`src/rtl/mcif_rd_arb2.sv`:
```
`default_nettype none
// ============================================================================
// Module      : mcif_rd_arb2
// Description : Two-client round-robin read arbiter with in-order
//               outstanding-ID FIFO steering returned read data to its owner.
// Revision    : 1.0 - initial release
// ============================================================================
module mcif_rd_arb2 #(
    parameter int AW        = 32,
    parameter int LW        = 8,
    parameter int DW        = 128,
    parameter int OSD_DEPTH = 4
) (
    input  logic          clk,
    input  logic          rst,
    input  logic          c0_cmd_valid,
    output logic          c0_cmd_ready,
    input  logic [AW-1:0] c0_cmd_addr,
    input  logic [LW-1:0] c0_cmd_len,
    input  logic          c1_cmd_valid,
    output logic          c1_cmd_ready,
    input  logic [AW-1:0] c1_cmd_addr,
    input  logic [LW-1:0] c1_cmd_len,
    output logic          c0_rd_valid,
    input  logic          c0_rd_ready,
    output logic [DW-1:0] c0_rd_data,
    output logic          c0_rd_last,
    output logic          c1_rd_valid,
    input  logic          c1_rd_ready,
    output logic [DW-1:0] c1_rd_data,
    output logic          c1_rd_last,
    output logic          m_ar_valid,
    input  logic          m_ar_ready,
    output logic [AW-1:0] m_ar_addr,
    output logic [LW-1:0] m_ar_len,
    input  logic          m_r_valid,
    output logic          m_r_ready,
    input  logic [DW-1:0] m_r_data,
    input  logic          m_r_last,
    output logic [1:0]    cur_arb_id
);

    localparam int                 c_ptr_w  = $clog2(OSD_DEPTH);
    localparam logic [c_ptr_w:0]   c_full   = (c_ptr_w+1)'(OSD_DEPTH);

    typedef enum logic [0:0] {
        ST_IDLE  = 1'b0,
        ST_ISSUE = 1'b1
    } state_t;

    state_t               r_state;
    logic                 r_m_ar_valid;
    logic [AW-1:0]        r_m_ar_addr;
    logic [LW-1:0]        r_m_ar_len;
    logic [1:0]           r_cur_arb_id;
    logic [OSD_DEPTH-1:0] r_osd_id;
    logic [c_ptr_w-1:0]   r_wr_ptr;
    logic [c_ptr_w-1:0]   r_rd_ptr;
    logic [c_ptr_w:0]     r_count;

    logic w_grant_en;
    logic w_grant_id;
    logic w_empty;
    logic w_head;
    logic w_push;
    logic w_pop;

    // Round-robin: prefer the client that was not granted last time.
    always_comb begin
        w_grant_en = (r_state == ST_IDLE) && (r_count < c_full) &&
                     (c0_cmd_valid || c1_cmd_valid);
        if (r_cur_arb_id[0] == 1'b0) begin
            w_grant_id = c1_cmd_valid;
        end else begin
            w_grant_id = !c0_cmd_valid;
        end
    end

    assign c0_cmd_ready = w_grant_en && !w_grant_id;
    assign c1_cmd_ready = w_grant_en &&  w_grant_id;

    assign w_empty = (r_count == '0);
    assign w_head  = r_osd_id[r_rd_ptr];
    assign w_push  = r_m_ar_valid && m_ar_ready;
    assign w_pop   = m_r_valid && m_r_ready && m_r_last;

    assign c0_rd_valid = m_r_valid && !w_empty && !w_head;
    assign c1_rd_valid = m_r_valid && !w_empty &&  w_head;
    assign c0_rd_data  = m_r_data;
    assign c1_rd_data  = m_r_data;
    assign c0_rd_last  = m_r_last;
    assign c1_rd_last  = m_r_last;
    assign m_r_ready   = !w_empty && (w_head ? c1_rd_ready : c0_rd_ready);

    assign m_ar_valid = r_m_ar_valid;
    assign m_ar_addr  = r_m_ar_addr;
    assign m_ar_len   = r_m_ar_len;
    assign cur_arb_id = r_cur_arb_id;

    always_ff @(posedge clk) begin
        if (rst) begin
            r_state      <= ST_IDLE;
            r_m_ar_valid <= 1'b0;
            r_m_ar_addr  <= '0;
            r_m_ar_len   <= '0;
            r_cur_arb_id <= 2'd0;
            r_osd_id     <= '0;
            r_wr_ptr     <= '0;
            r_rd_ptr     <= '0;
            r_count      <= '0;
        end else begin
            case (r_state)
                ST_IDLE: begin
                    if (w_grant_en) begin
                        r_m_ar_addr  <= w_grant_id ? c1_cmd_addr : c0_cmd_addr;
                        r_m_ar_len   <= w_grant_id ? c1_cmd_len  : c0_cmd_len;
                        r_m_ar_valid <= 1'b1;
                        r_cur_arb_id <= {1'b0, w_grant_id};
                        r_state      <= ST_ISSUE;
                    end
                end
                ST_ISSUE: begin
                    if (m_ar_ready) begin
                        r_m_ar_valid <= 1'b0;
                        r_state      <= ST_IDLE;
                    end
                end
                default: r_state <= ST_IDLE;
            endcase

            if (w_push) begin
                r_osd_id[r_wr_ptr] <= r_cur_arb_id[0];
                r_wr_ptr           <= r_wr_ptr + 1'b1;
            end
            if (w_pop) begin
                r_rd_ptr <= r_rd_ptr + 1'b1;
            end
            case ({w_push, w_pop})
                2'b10:   r_count <= r_count + 1'b1;
                2'b01:   r_count <= r_count - 1'b1;
                default: r_count <= r_count;
            endcase
        end
    end

endmodule
`default_nettype wire
```
`config.mk`:
```
export PLATFORM = sky130hd
export DESIGN_NAME = mcif_rd_arb2
export DESIGN_NICKNAME = d
export VERILOG_FILES = /design/src/rtl/mcif_rd_arb2.sv
export SDC_FILE = /design/constraint.sdc
export NUM_CORES = 1
export LEC_CHECK = 0
export CORE_AREA = 2 2 204 206
export CTS_BUF_LIST = sky130_fd_sc_hd__clkbuf_8
export DETAILED_ROUTE_END_ITERATION = 10
export DIE_AREA = 0 0 206 208
export GPL_TIMING_DRIVEN = 0
export PLACE_DENSITY_LB_ADDON = 0.08
export SETUP_SLACK_MARGIN = 0.15
export SYNTH_ARGS = -nofsm -noshare
export SYNTH_HDL_FRONTEND = slang
export SYNTH_SLANG_ARGS = --single-unit
export TNS_END_PERCENT = 5
```
`constraint.sdc`:
```
create_clock -name clk -period 4.7 [get_ports clk]
set_input_delay 0.705 -clock clk [delete_from_list [all_inputs] [get_ports clk]]
set_output_delay 0.705 -clock clk [all_outputs]
set_load 0.01 [all_outputs]
```
==> results of run 1 <==
## final cells by class
cell class	count	area [sq um]	share of cell area (%)
Buffer	280	2030	22.2
Clock buffer	6	82.6	0.905
Tap cell	532	666	7.30
Multi-Input combinational cell	187	1290	14.1
Sequential cell	54	1080	11.9
Timing Repair Buffer	393	3930	43.1
Inverter	8	30.0	0.329
Clock inverter	2	12.5	0.137
## sequential cells by signal, indices dropped and copies added (netlist names)
| name | cells |
|---|---|
| m_ar_addr | 32 |
| r_wr_ptr | 2 |
| r_osd_id | 4 |
| m_ar_valid | 1 |
| r_state | 1 |
| r_rd_ptr | 2 |
| cur_arb_id | 1 |
| r_count | 3 |
| m_ar_len | 8 |
## cells in the mapped netlist
| cell | instances | area (sq um) |
|---|---|---|
| o21ai_2 | 1 | 8.76 |
| mux4_2 | 1 | 22.5 |
| fa_1 | 1 | 20.0 |
| o21ai_0 | 2 | 10.0 |
| buf_1 | 2 | 7.51 |
| nand3_1 | 4 | 20.0 |
| ha_1 | 5 | 62.6 |
| mux2_1 | 1 | 11.3 |
| xnor2_1 | 1 | 8.76 |
| conb_1 | 1 | 3.75 |
| nand2b_1 | 3 | 18.8 |
| dfxtp_1 | 54 | 1080 |
| mux2_4 | 1 | 15.0 |
| nor3b_2 | 1 | 12.5 |
| or3_1 | 1 | 6.26 |
| inv_1 | 8 | 30.0 |
| o21a_1 | 1 | 7.51 |
| a21oi_1 | 9 | 45.0 |
| nor2_1 | 51 | 191 |
| buf_2 | 4 | 20.0 |
| nor3_1 | 2 | 10.0 |
| and2_1 | 2 | 12.5 |
| nor2b_1 | 2 | 12.5 |
| xor2_1 | 2 | 17.5 |
| mux2i_1 | 40 | 400 |
| a211oi_1 | 41 | 308 |
| buf_4 | 259 | 1940 |
| nand2_1 | 13 | 48.8 |
| mux2i_2 | 1 | 13.8 |
| clkbuf_1 | 15 | 56.3 |
## worst max path at each step
stage / start / cells past startpoint / slack [ns] / end
floorplan: r_rd_ptr[0]$_SDFFE_PP0P_ / 9 / 2.12 / r_count[2]$_SDFFE_PP0P_
global placement: c1_cmd_valid / 6 / 0.77 / c0_cmd_ready
detailed placement: c1_cmd_valid / 6 / 0.83 / c0_cmd_ready
CTS: c1_cmd_valid / 6 / 0.82 / c0_cmd_ready
global route: c1_cmd_valid / 6 / 0.70 / c0_cmd_ready
finish: c1_cmd_valid / 6 / 0.95 / c0_cmd_ready
## worst max-delay path, cell delays in order
cell	delay, ns
clkdlybuf4s50_1	0.53
o21a_1	0.16
clkbuf_1	0.41
clkbuf_1	0.48
and2_1	0.20
clkdlybuf4s50_1	0.55
## per-stage QoR
stage | std cells | setup WS (ns)
global placement | 1454 | 0.769
finish | 1462 | 0.951
global route | 1462 | 0.703
detailed placement | 1454 | 0.830
CTS | 1462 | 0.824
floorplan | 529 | 2.12
## layer usage
metal	up-vias	track usage (%)	wire, um
met3	12	3.35	2240
li1	2255	-	-
met5	-	0	13
met2	244	16.4	10300
met4	2	1.50	172
met1	1924	8.15	6710
## power by group through the flow
| stage | combinational [mW] | clock (mW) | sequential, mW |
|---|---|---|---|
| floorplan | 0.369 | 0 | 0.553 |
| global placement | 0.860 | 0 | 0.535 |
| detailed placement | 0.853 | 0 | 0.535 |
| CTS | 0.854 | 0.336 | 0.526 |
| global route | 0.896 | 0.350 | 0.533 |
| finish | 0.833 | 0.304 | 0.525 |
## cells by family after synthesis
kind of cell	synth area share, %
XOR/XNOR	0.594
adder cells (fa/ha/maj)	1.87
AND/OR/NAND/NOR	7.52
AO/OA/AOI/OAI	8.56
multiplexers	10.5
flip-flops	24.4
other	0.0847
buffers and inverters	46.5
==> metrics list, run 1 <==
- The flow ran to the end, and the final reports show no timing, DRC or antenna violations.
* Maximum vdd drop: 0.0000927 V
- Post-Synthesis Mean Instance Area: 8.37 sq um
* Maximum number of pins on one net before global-route repair: 17
- Net load switching power: 517 uW
* Top-level I/O count: 523
- The longest clock path from root to sink contains 2 buffers.
* Worst relative slew slack: 51.2%
* Type of origin of the critical path: input pin
- Root Driver: clkbuf_8
- Mapped Cells: 529
- For the final database, setup skew stands at 0.0150 ns.
- For this run, design rule violations remaining after detail routing come to 0.
- STA puts the critical path data arrival time at 3.04 ns.
* Number of nets in the synthesized netlist: 752
* Switching Fraction: 31.1%
* Number of distinct library cell variants in the gate-level netlist after synthesis: 30
- For the worst setup path, the data required time is 3.99 ns.
* Mean routed wirelength per cell: 13.3 um
* Portion of the post-synthesis area used by sequential elements: 24.4%
* Min-delay worst type: reg2reg
* Number of violations reported at the end of detailed-routing iteration 0: 106
* DIE AREA: 42800 sq um
* Post-Synthesis Cell Area: 4430 sq um
- In this run, CTS created clock tree buffers numbering 5.
- Capturing element type of the critical path: output pin
- The library cells used most frequently in the layout, excluding fill and tap cells, are clkdlybuf4s50_1 (393), buf_4 (259), dfxtp_1 (54), nor2_1 (51), a211oi_1 (41).
- TritonCTS built the clock tree.
* Detail-routed via count per cell: 3.03
- The number of global-route vias before repair was 4317.
* Via count: 4437
* Core Rows: 74
* Clk sink count: 54
- Final setup violation count: 0
- Post-CTS Setup Repair Bufs: 0
- The clock network is responsible for 18.3% of the overall power.
- Achievable clock frequency: 267 MHz
* Final min period: 3.75 ns
* Global-route congestion overflow total: 0
* Depth of the worst register-to-register path: 9
* Global-route usage over all layers: 8.36%
- Fraction of final layout cells sized beyond drive strength 1: 29.7%
* Number of pins with negative max-slew slack in the final report: 0
* Clock transition at the register clock pins on the worst setup and hold paths after CTS: 0.11 ns
- After clock tree synthesis, the flow added hold-fix buffers numbering 0.
- With fillers left out, the area of the finished cells amounts to 9120 sq um.
* Starting Density: 10.9%
- Power spread over the standard cell area amounts to 182 nW/um^2.
- In the finished design, the share of the clock period the worst path needs comes to 79.8%.
- Wire length of the first global-routing pass: 27000 um
- At the pin with the least slew margin, the transition time is 0.731 ns.
* Register-to-register setup slack: 1.92 ns
- End of the worst register-to-register path: r_count[2]$_SDFFE_PP0P_
- Share of total power in sequential cells: 31.6%
* Tot Pwr: 1.66 mW
* Number of antenna violations at the first check in global routing: 1
- Wirelength, routed: 19400 um
- Insertion delay of the later-clocked pin in the worst-skew pair: 0.34 ns
- The placed instances occupy a cell area of 9030 sq um.
- Of the total power, combinational logic draws 50.1%.
* Number of warnings issued by yosys: 0
- The internal portion of the total power is 1.15 mW.
* Resized cells post-CTS: 0
- Hold is met by 0.470 ns.
- H-tree levels: 2
* Area of the core region: 40600 sq um
- Summed over all cells, the static leakage comes to 3.81 nW.
- Largest fanout on the critical path: 10
- The worst register-to-register path begins at r_rd_ptr[0]$_SDFFE_PP0P_.
- Vert. Die Dim: 208 um
- Ant. Diodes: 0
- The synthesized design contains 54 register bits.
* WHS Endpoint: r_osd_id[3]$_SDFFE_PP0P_
- Filler Cells Inserted: 4482
- In this run the most critical hold path is launched from r_osd_id[3]$_SDFFE_PP0P_.
- Buffers placed on the I/O ports in this run total 393.
- The worst hold path was traced through 2 stages.
- Post-detailed-route count of antenna-violating nets: 0
* First-pass iteration count of the detailed router: 4
* Routability congestion estimate: 0.688
* Kind of critical path: in2out
* Most common cell after layout, fill and taps aside: clkdlybuf4s50_1
- Final core utilization: 22.5%
- Die X-Extent: 206 um
- Setup repair after global routing missed its margin: no
* Max-capacitance violation count: 0
* Final hold violation count: 0
- Detailed placement finished with a half-perimeter wire length of 17100 um.
* Final layout net count: 1152
* Area growth syn-to-layout: 106%
- Final total negative setup slack: 0 ns
Note: power is estimated with default switching activity, not from simulation.
==> run 2, diff against run 1 <==
--- a/config.mk
+++ b/config.mk
@@ -5,10 +5,10 @@
 export SDC_FILE = /design/constraint.sdc
 export NUM_CORES = 1
 export LEC_CHECK = 0
-export CORE_AREA = 2 2 204 206
+export CORE_AREA = 2 2 205 207
 export CTS_BUF_LIST = sky130_fd_sc_hd__clkbuf_8
 export DETAILED_ROUTE_END_ITERATION = 10
-export DIE_AREA = 0 0 206 208
+export DIE_AREA = 0 0 207 209
 export GPL_TIMING_DRIVEN = 0
 export PLACE_DENSITY_LB_ADDON = 0.08
 export SETUP_SLACK_MARGIN = 0.15
==> constraint.sdc (replaced) <==
create_clock -name clk -period 3.1 [get_ports clk]
set_input_delay 0.465 -clock clk [delete_from_list [all_inputs] [get_ports clk]]
set_output_delay 0.465 -clock clk [all_outputs]
set_load 0.01 [all_outputs]
==> run 2 against run 1 <==
Compared with the run above:
- wire length fell by 3.5%
- non-clock buffer count did not move
- register-to-register slack got worse by 1.6 ns
- global-route usage fell by 0.14 points
- via count fell by 0.34%
- setup slack got worse by 0.78 ns
- sequential share of layout area fell by 0.058 points
- first-iteration DRC count rose by 14%
- largest power group unchanged
- cell area rose by 0.49%
- critical path depth did not move
- critical endpoint unchanged
- clock-buffer cell count fell by 1
==> metrics list, run 2 (same netlist as run 1, synthesis figures left out) <==
- The number of hold-slack violations in the final timing report came to 0.
- The number of max-slew violations in the final report is 0.
* Register area: 1080 sq um
- Global routing consumed, on the met3 layer, 3.86% of the routing resources.
* Post-detailed-route count of antenna-violating nets: 0
- Before antenna repair, the detailed router went through 6 iterations.
- The layer flagged by global routing as most heavily used is met2.
- Once the floorplan was initialized, standard cells occupied 10.7% of the core.
- Detail-routed via count per cell: 3.01
* Max FFs per register: 32
- Traced cell by cell, the critical path runs through clkdlybuf4s50_1 -> o21a_1 -> clkbuf_4 -> clkbuf_4 -> and2_1 -> clkdlybuf4s50_1.
- Worst setup skew after layout: 0.0182 ns
- Max-capacitance violation count: 0
- Post-CTS timing repair inserted 0 buffers for setup.
- Summed over all cells, the static leakage comes to 3.84 nW.
* Kind of critical path: in2out
* Final total negative setup slack: 0 ns
- Clock tree synthesis selected as its root buffer the cell clkbuf_8.
* Die X-Extent: 207 um
- The top cell types in the final layout, fill and taps aside, are clkdlybuf4s50_1 (393), buf_4 (260), dfxtp_1 (54), nor2_1 (51), a211oi_1 (41).
- Crit path DAT: 2.47 ns
* Top-level I/O count: 523
* Core Rows: 75
- Entering global routing, the biggest net connects 18 pins.
- The finished layout holds 1469 standard cells, fillers aside.
* Final core utilization: 22.2%
- H-tree levels: 2
- In the final routed layout, each cell accounts on average for 12.8 um.
- Min-delay worst type: reg2reg
* Kind of cell with the highest combined delay on the critical path: buffers and inverters
- Cell with the largest stage delay on the worst path: clkdlybuf4s50_1
- Summed over all layers, the global routing overflow is 0.
- Global routing consumed, over all layers together, 8.22% of the routing resources.
- Number of logic stages on the critical path including buffering: 6
- Filler Cells Inserted: 4567
- In this run the power density over the cells is 283 nW/um^2.
* Worst relative slew slack: 53.8%
* Fin worst setup slack: 0.168 ns
* Half-perimeter wire length after placement: 16400 um
- Setup repair after global routing missed its margin: yes
- Count of input and output buffers: 393
- Clock-pin slew was measured on the worst setup and hold paths at 0.11 ns.
- Leaving out fill and tap cells, the most frequent cell in the layout is clkdlybuf4s50_1.
* Min-Delay Path Depth: 2
- Placed instance count: 1461
- Counting every sink on the clock net gives 54.
- Wire length of the first global-routing pass: 27300 um
- Hold is met by 0.461 ns.
- In this run the worst path has a maximum fanout of 10.
- Cell area after layout: 9170 sq um
- On the worst path, the slowest cell contributes a delay of 0.61 ns.
- Area of the core region: 41300 sq um
- Achievable clock frequency: 341 MHz
- Met2 usage: 15.1%
* Standard cell area after detailed placement: 9030 sq um
* Capturing element type of the critical path: output pin
- In the final layout, the multi-input gates occupy 1290 sq um.
- Summed over all layers, the routed wires come to 18800 um.
- Final period utilization: 94.6%
- Worst Max-Slew Pin Slew: 0.693 ns
* Type of origin of the critical path: input pin
* Ant. Diodes: 0
- Setup violations remaining at the end of the flow were counted as 0.
* Insertion delay of the later-clocked pin in the worst-skew pair: 0.35 ns
* GR Util met1: 8.60%
* # DRC: 0
* Area growth syn-to-layout: 107%
- The clock passes through at most 2 buffers.
- Routability congestion estimate: 0.659
- Number of violations reported at the end of detailed-routing iteration 0: 121
- The die covers 43300 sq um.
- Timing analysis after detailed placement gives a worst setup slack of -0.480 ns.
- Critical path data required time: 2.63 ns
- Number of global-route vias before repair: 4392
- Buffers inserted during clock tree synthesis total 5.
- The routed design could run at a clock period as short as 2.93 ns.
* Via count: 4422
* Crit path buf inv count: 4
- Measured in cells, the most critical reg-to-reg path has a length of 9.
- Vert. Die Dim: 209 um
- The final layout contains 1152 nets.
- Number of antenna violations at the first check in global routing: 1
- Hold repair after CTS inserted 0 buffers.
* TritonCTS clock tree: yes
* Status: complete, no violations
- The worst-case IR drop observed on VDD is 0.000194 V.
- Tot Pwr: 2.59 mW
- In the final layout, the share of cells above drive strength 1 is 30.0%.
[run 2: changes by cell type in the layout (fill, tap and decap cells not counted), sizes merged]
cell	delta
bufinv	+1
clkbuf	-1
clkinvlp	-1
inv	+1
[run 2: power breakdown]
| part | switching, mW | total [mW] | internal [mW] | leakage [nW] |
|---|---|---|---|---|
| Combinational | 0.466 | 1.27 | 0.799 | 3.33 |
| Sequential | 0.0363 | 0.797 | 0.760 | 0.447 |
| Clock | 0.285 | 0.528 | 0.243 | 0.0585 |
| Total | 0.787 | 2.59 | 1.80 | 3.84 |
[run 2: layer usage]
metal | vias to the layer above | routed length, um
li1 | 2254 | -
met1 | 1911 | 6670
met2 | 246 | 9880
met3 | 9 | 2100
met4 | 2 | 99
met5 | - | 16
[run 2: area by class of cell]
cell class	count	share of cell area, %
Timing Repair Buffer	393	42.9
Inverter	8	0.328
Multi-Input combinational cell	187	14.1
Buffer	280	22.2
Sequential cell	54	11.8
Tap cell	539	7.36
Clock inverter	3	0.478
Clock buffer	5	0.751
[run 2: worst register-to-register path: stages (launching register included)]
cell	delay, ns
dfxtp_1	0.41
mux4_2	0.58
mux2i_2	0.21
nor3b_2	0.30
ha_1	0.25
inv_1	0.06
fa_1	0.37
xor2_1	0.16
or3_1	0.31
a21oi_1	0.13
[run 2: worst paths after layout]
path / from / end / slack (ns)
setup / recovery: c1_cmd_valid / c0_cmd_ready / 0.17
setup reg to reg: r_rd_ptr[0]$_SDFFE_PP0P_ / r_count[2]$_SDFFE_PP0P_ / 0.28
hold reg to reg: r_osd_id[2]$_SDFFE_PP0P_ / r_osd_id[2]$_SDFFE_PP0P_ / 0.46
hold / removal: r_osd_id[2]$_SDFFE_PP0P_ / r_osd_id[2]$_SDFFE_PP0P_ / 0.46
[run 2: timing repair]
item                       4_1_cts  5_1_grt
resized for setup                6        2
pin swaps                        0        0
hold endpoints to repair         0        0
setup endpoints to repair        2        3
